`src/rtl/ofmap_writer_param_3.sv`:
```
// Output feature-map writer: takes result pixels from the conv/pool pipeline in raster
// order and emits one registered write per accepted pixel into the output memory.
module ofmap_writer_param_3 #(
  parameter int OUT_FEATURE_WIDTH = 4,
  parameter int NUM_OUT_FMAP      = 2,
  parameter int DATA_WIDTH        = 16,
  parameter int OUT_ADDR_WIDTH    = 6
) (
  input  logic                      clk,
  input  logic                      reset,
  input  logic                      enable,
  input  logic                      din_valid,
  input  logic [DATA_WIDTH-1:0]     din,
  output logic                      din_ready,
  output logic                      wea,
  output logic [OUT_ADDR_WIDTH-1:0] addr_out,
  output logic [DATA_WIDTH-1:0]     dout,
  output logic                      done
);

  localparam int CW = (OUT_FEATURE_WIDTH > 1) ? $clog2(OUT_FEATURE_WIDTH) : 1;
  localparam int FW = (NUM_OUT_FMAP > 1) ? $clog2(NUM_OUT_FMAP) : 1;
  localparam logic [CW-1:0] COL_MAX  = CW'(OUT_FEATURE_WIDTH - 1);
  localparam logic [FW-1:0] FMAP_MAX = FW'(NUM_OUT_FMAP - 1);
  localparam logic [OUT_ADDR_WIDTH-1:0] ROW_STRIDE = OUT_ADDR_WIDTH'(OUT_FEATURE_WIDTH);
  localparam logic [OUT_ADDR_WIDTH-1:0] MAP_STRIDE =
    OUT_ADDR_WIDTH'(OUT_FEATURE_WIDTH * OUT_FEATURE_WIDTH);

  typedef enum logic [1:0] {IDLE, WRITE, DONE} state_t;

  state_t                      state;
  logic [CW-1:0]               col;
  logic [CW-1:0]               row;
  logic [FW-1:0]               fmap;
  logic [OUT_ADDR_WIDTH-1:0]   pix_addr;
  logic                        accept;
  logic                        last_pix;

  assign din_ready = (state == WRITE) && enable;
  assign accept    = din_valid && din_ready;
  assign last_pix  = (col == COL_MAX) && (row == COL_MAX) && (fmap == FMAP_MAX);

  // Address arithmetic is done at the address width, so truncation wraps modulo 2^OUT_ADDR_WIDTH.
  assign pix_addr = OUT_ADDR_WIDTH'(fmap) * MAP_STRIDE
                  + OUT_ADDR_WIDTH'(row) * ROW_STRIDE
                  + OUT_ADDR_WIDTH'(col);

  always_ff @(posedge clk or negedge reset) begin
    if (!reset) begin
      state    <= IDLE;
      col      <= '0;
      row      <= '0;
      fmap     <= '0;
      wea      <= 1'b0;
      addr_out <= '0;
      dout     <= '0;
      done     <= 1'b0;
    end else begin
      wea <= 1'b0;
      case (state)
        IDLE: begin
          if (enable) state <= WRITE;
        end
        WRITE: begin
          if (accept) begin
            wea      <= 1'b1;
            addr_out <= pix_addr;
            dout     <= din;
            if (last_pix) begin
              col   <= '0;
              row   <= '0;
              fmap  <= '0;
              state <= DONE;
              done  <= 1'b1;
            end else if (col != COL_MAX) begin
              col <= col + 1'b1;
            end else begin
              col <= '0;
              if (row != COL_MAX) begin
                row <= row + 1'b1;
              end else begin
                row  <= '0;
                fmap <= fmap + 1'b1;
              end
            end
          end
        end
        DONE: begin
          if (!enable) begin
            state <= IDLE;
            done  <= 1'b0;
          end
        end
        default: begin
          state <= IDLE;
          done  <= 1'b0;
        end
      endcase
    end
  end

endmodule

```
`config.mk`:
```
export PLATFORM = sky130hd
export DESIGN_NAME = ofmap_writer_param_3
export DESIGN_NICKNAME = d
export VERILOG_FILES = /design/src/rtl/ofmap_writer_param_3.sv
export SDC_FILE = /design/constraint.sdc
export NUM_CORES = 1
export LEC_CHECK = 0
export BUFFER_PORTS_ARGS = -buffer_cell sky130_fd_sc_hd__buf_2
export CAP_MARGIN = 5
export CORE_MARGIN = 1
export CORE_UTILIZATION = 48
export CTS_CLUSTER_SIZE = 25
export DETAILED_ROUTE_END_ITERATION = 10
export GPL_TIMING_DRIVEN = 0
export PLACE_DENSITY = 0.77
export REMOVE_ABC_BUFFERS = 1
export SLEW_MARGIN = 20
export SYNTH_ARGS = -nofsm -noshare
export SYNTH_HDL_FRONTEND = slang
export SYNTH_SLANG_ARGS = --single-unit
```
`constraint.sdc`:
```
create_clock -name clk -period 1.7 [get_ports clk]
set_input_delay 0 -clock clk [delete_from_list [all_inputs] [get_ports clk]]
set_output_delay 0 -clock clk [all_outputs]
set_load 0.005 [all_outputs]
```
==> results of run 1 <==
-- stage by stage --
step                      cell area, um^2  worst slack (ps)  power, uW  TNS, ps  utilization (%)
final                                1700               133       1800        0             73.3
after CTS                            1700              93.0       1810        0             73.2
after global placement               1460              -156       1340     -308             62.8
after global routing                 1700              8.72       1920        0             73.3
after floorplan                      1210               109       1180        0                -
after detailed placement             1460              -160       1370     -337             62.8
-- power breakdown --
group,switching [uW],internal [uW]
clock,221,186
combinational,195,225
sequential,112,860
-- layout make-up --
| class | count | area share (%) |
|---|---|---|
| Clock buffer | 6 | 3.02 |
| Inverter | 2 | 0.883 |
| Multi-Input combinational cell | 92 | 27.2 |
| Sequential cell | 30 | 44.2 |
| Tap cell | 28 | 2.06 |
| Timing Repair Buffer | 60 | 22.7 |
-- sequential cells by signal (all words and copies together) (netlist names) --
register	cells
addr_out	5
wea	1
done	1
row	2
state	2
col	2
fmap	1
dout	16
-- path summary, 6_finish.rpt --
path	from	endpoint
setup / recovery	state[0]	row[1]
hold / removal	enable	state[0]
setup reg to reg	state[0]	row[1]
hold reg to reg	dout[15]	dout[15]
max in group asynchronous	reset	fmap
min in group asynchronous	reset	addr_out[1]
-- cells in the mapped netlist --
cell	instances
o2bb2ai_1	1
o21ai_0	2
dfrtp_1	30
clkbuf_1	2
mux2_4	2
nand4b_4	1
inv_2	1
nand3_1	3
inv_1	1
nand2_1	67
ha_1	4
buf_2	2
a21o_1	1
nand2_2	1
conb_1	1
nand3b_1	1
nor3_1	2
buf_4	1
xnor2_1	1
nor2_1	4
-- repair_timing --
item | in CTS | in global routing
endpoints found under the setup margin | 3 | 2
cloned | 1 | 0
pin swaps | 0 | 1
hold endpoints to repair | 46 | 0
gates resized for setup | 2 | 1
hold buffers | 17 | 0
-- cells by family (layout without fill, tap and decap cells) --
family	after synthesis	after routing	synth area share, %
flip-flops	30	30	61.0
AND/OR/NAND/NOR	79	80	26.7
adder cells (fa/ha/maj)	4	4	4.07
multiplexers	2	2	2.44
buffers and inverters	7	68	2.64
other	1	1	0.305
XOR/XNOR	1	1	0.712
AO/OA/AOI/OAI	4	4	2.13
-- worst max-delay path, cell delays in order (launching register included) --
cell      delay [ps]
dfrtp_1          510
nand4b_4         300
inv_8            240
nand2_2          100
mux2_4           300
-- per-layer routing --
layer	GRT usage [%]	wire, um	vias to the layer above
met4	10.5	31	0
met2	41.8	1370	29
met3	6.09	112	4
li1	-	-	526
met1	24.8	1130	486
met5	0	0	-
==> flow_summary.toml, run 1 <==
[outcome]
status = "finished, final reports clean"

[layout]
final_cells = 218
drive_above_1_share_pct = 28.9
final_nets = 215
fillers = 162
final_cell_mix = "nand2_1 (67), buf_2 (43), dfrtp_1 (30), dlygate4sd3_1 (17), clkbuf_4 (5)"
n_antenna_cell = 0
seq_area_um2 = 751
multi_input_area_um2 = 463
area_growth_syn_to_layout_pct = 38.1
final_common_cell = "nand2_1"

[sta]
finalCritPeriodShare_pct = 92.2
fin_crit_ps = 1570
finalSetupViolCount = 0
slew_headroom_pct = 58.0
finalMaxSlewViolations = 0
clock-skew-final_ps = 4.16
tightest_slew_ps = 629
hold_viol = 0
fmaxAchievable_mhz = 638
rsz0062_at_grt = "false"
hold_ws_ps = 19.0

[synth]
synth_top_cell_area_share_pct = 61.0
syn_area_um2 = 1230
synth_cell_types = 20
synth.largest_area_cell = "dfrtp_1"
synthTopCellsByArea = "dfrtp_1 (61%), nand2_1 (20%), ha_1 (4.1%), mux2_4 (2.4%), nand4b_4 (1.9%)"
netlist_instances = 128
avgSynthCellArea_um2 = 9.62
ys_ff_latch = 30
ys_warn_count = 0
seq_area_frac_synth_pct = 61.0

[floorplanning]
io-pin-count = 45
rows = 17
start_util_pct = 53.1
die_area_um2 = 2770
coreArea_um2 = 2320
die_height_um = 52.6
die_x_um = 52.6

[clock_tree]
clk_transition_reported_paths_ps = 80
cts_tree = "yes"
numCtsBuffers = 5
post-cts-setup-buffer-count = 0
cts_buffer_depth = 2
cts-root-buf = "clkbuf_4"
h-tree-depth = 2
clock_latency_ps = 320
numClockSinks = 30

[placed_design]
io_buffer_count = 43
hpwlAfterDp_um = 1580
gp_congestion = 0.722
dp.cells = 194

[detailed_routing]
first_iter_violations = 10
detail_route.wl_per_cell_um = 12.1
dr.pass1.iters = 4
route.antenna.remaining_nets = 0
via_per_inst = 4.79
drc = 0
routed_wl_um = 2640
vias = 1045

[setup_path]
arrival_ps = 1770
worstPathMaxFanout = 25
crit_path_end_kind = "flip-flop"
cp-start-kind = "flip-flop"
crit_type = "flip-flop to flip-flop"
cp.required_ps = 1910
r2r_cells = 4
reg2reg_slack_ps = 130

[flow_run]
maxCapViolations = 0

[hold_path]
whs_path_depth = 3
min_path_type = "input pin to flip-flop"

[grt]
grt_start_max_net_pins = 31
grt-ovfl-total = 0
track_usage_pct = 23.1
grt_pass1_vias = 1044
antenna_found_initial = 0
grt_pass1_wl_um = 4420

[power]
p_leak_uw = 0.000967
power.density_nw_per_um2 = 1060
max-vdd-ir-drop_uv = 772
Power figures use the tool's default switching activity.
==> run 2: changes to the inputs <==
--- a/config.mk
+++ b/config.mk
@@ -8,11 +8,11 @@
 export BUFFER_PORTS_ARGS = -buffer_cell sky130_fd_sc_hd__buf_2
 export CAP_MARGIN = 5
 export CORE_MARGIN = 1
-export CORE_UTILIZATION = 48
+export CORE_UTILIZATION = 38
 export CTS_CLUSTER_SIZE = 25
 export DETAILED_ROUTE_END_ITERATION = 10
 export GPL_TIMING_DRIVEN = 0
-export PLACE_DENSITY = 0.77
+export PLACE_DENSITY = 0.63
 export REMOVE_ABC_BUFFERS = 1
 export SLEW_MARGIN = 20
 export SYNTH_ARGS = -nofsm -noshare
==> constraint.sdc (replaced) <==
create_clock -name clk -period 1.7 [get_ports clk]
set_input_delay 0.255 -clock clk [delete_from_list [all_inputs] [get_ports clk]]
set_output_delay 0.255 -clock clk [all_outputs]
set_load 0.005 [all_outputs]
==> run 2 against run 1 <==
Effect of this change: via count down 3.5%; global-route usage down 5.9 points; power grew 5.6%; setup slack worse by 41 ps; die area is 25% higher; critical path type unchanged; largest power group unchanged; highest routed layer unchanged.
==> flow_summary.toml, run 2 (synthesized netlist as in run 1, its figures left out) <==
[outcome]
status = "finished, final reports clean"

[clock_tree]
cts_buffer_depth = 2
cts_tree = "yes"
clk_transition_reported_paths_ps = 90
h-tree-depth = 2
clock_latency_ps = 320
numClockSinks = 30
cts-root-buf = "clkbuf_4"
post-cts-setup-buffer-count = 0
numCtsBuffers = 5

[setup_path]
cp_slowest_cell = "dfrtp_1"
r2r-end = "row[0]"
worstPathMaxFanout = 25
cp.required_ps = 1910
crit_end = "row[0]"
path_delay_family = "simple AND/OR/NAND/NOR gates"
path_cells = "nand4b_4 -> inv_8 -> nand2_2 -> mux2_4"
arrival_ps = 1820
path_depth = 4
crit_start = "state[1]"
reg2reg_slack_ps = 90
crit_buf_inv = 1
r2r_cells = 4
slowest_delay_ps = 460
crit_path_end_kind = "flip-flop"
cp-start-kind = "flip-flop"
rr_startpoint = "state[1]"
crit_type = "flip-flop to flip-flop"

[detailed_routing]
first_iter_violations = 21
detail_route.wl_per_cell_um = 11.4
dr.pass1.iters = 4
drc = 0
route.antenna.remaining_nets = 0
via_per_inst = 4.58
routed_wl_um = 2500
vias = 1008

[hold_path]
min_path_type = "input pin to flip-flop"

[sta]
fin_crit_ps = 1610
rsz0062_at_grt = "false"
tightest_slew_ps = 644
fmaxAchievable_mhz = 622
finalCritPeriodShare_pct = 94.6
clock-skew-final_ps = 8.64
slew_headroom_pct = 57.1
hold_viol = 0
finalSetupViolCount = 0
finalMaxSlewViolations = 0
hold_ws_ps = 109
finalSetupTns_ps = 0

[layout]
postLayoutCoreUtil_pct = 51.9
reg_top3 = "dout x16, addr_out x5"
drive_above_1_share_pct = 31.3
largest_reg_flops = 16
area_growth_syn_to_layout_pct = 28.7
final_nets = 199
regMostFlops = "dout"
final_common_cell = "nand2_1"
n_antenna_cell = 0
final_cell_mix = "nand2_1 (67), buf_2 (43), dfrtp_1 (30), clkbuf_4 (5)"

[grt]
grt-ovfl-total = 0
grt_pass1_wl_um = 4180
track_usage_pct = 17.2
antenna_found_initial = 0
grt_start_max_net_pins = 31
grt_pass1_vias = 898

[floorplanning]
die_area_um2 = 3470
rows = 20
die_x_um = 58.9
coreArea_um2 = 3050
die_height_um = 58.9
io-pin-count = 45
start_util_pct = 40.3

[flow_run]
maxCapViolations = 0

[power]
power.density_nw_per_um2 = 1200
p_leak_uw = 0.000909
max-vdd-ir-drop_uv = 501

[placed_design]
hpwlAfterDp_um = 1520
io_buffer_count = 43
gp_congestion = 0.689
## run 2: final cells by class
cell class / count / area [um^2]
clock buffer: 7 / 45.0
clock inverter: 1 / 30.0
fill: 323 / 1470
inverter: 2 / 15.0
multi-input combinational: 92 / 463
sequential: 30 / 751
tap: 44 / 55.1
timing repair buffer: 44 / 225
## run 2: worst min path at each step
stage | start | depth (start not counted) | slack [ps] | endpoint
final | din[1] | 3 | 110 | dout[1]
after global routing | din[7] | 3 | 90 | dout[7]
after CTS | din[1] | 3 | 100 | dout[1]
after detailed placement | reset | 1 | 330 | addr_out[3]
after global placement | reset | 1 | 320 | addr_out[3]
after floorplan | reset | 0 | -40 | addr_out[0]
## run 2: power by group
part           total (uW)  switching (uW)  internal (uW)
Sequential            968             108            860
Combinational         388             187            200
Clock                 545             233            312
Total                1900             529           1370
## run 2: through the flow
stage               worst slack (ps)  power (uW)  instances  area, um^2
floorplan                        109        1180        123        1210
global placement                -170        1350        210        1480
detailed placement              -206        1370        210        1480
CTS                             67.7        1930        220        1580
global route                    1.40        2050        220        1580
finish                          92.5        1900        220        1580
## run 2: repair_timing
item	in CTS	in global routing
gates resized for setup	2	1
pin swaps	0	1
gates cloned	1	0
hold buffers	1	0
endpoints found under the setup margin	3	2
hold endpoints to repair	30	0
## run 2: worst register-to-register path: stages, from the launching register on
cell and delay [ps]:
dfrtp_1 460, nand4b_4 380, inv_8 250, nand2_2 100, mux2_4 300
## run 2: per-layer routing
metal / up-vias / global-route usage [%] / part of all wire (%)
met1: 471 / 22.2 / 47
met3: 6 / 7.91 / 6.5
met5: - / 0 / 0
li1: 495 / - / -
met2: 36 / 25.0 / 45
met4: 0 / 7.14 / 1.6
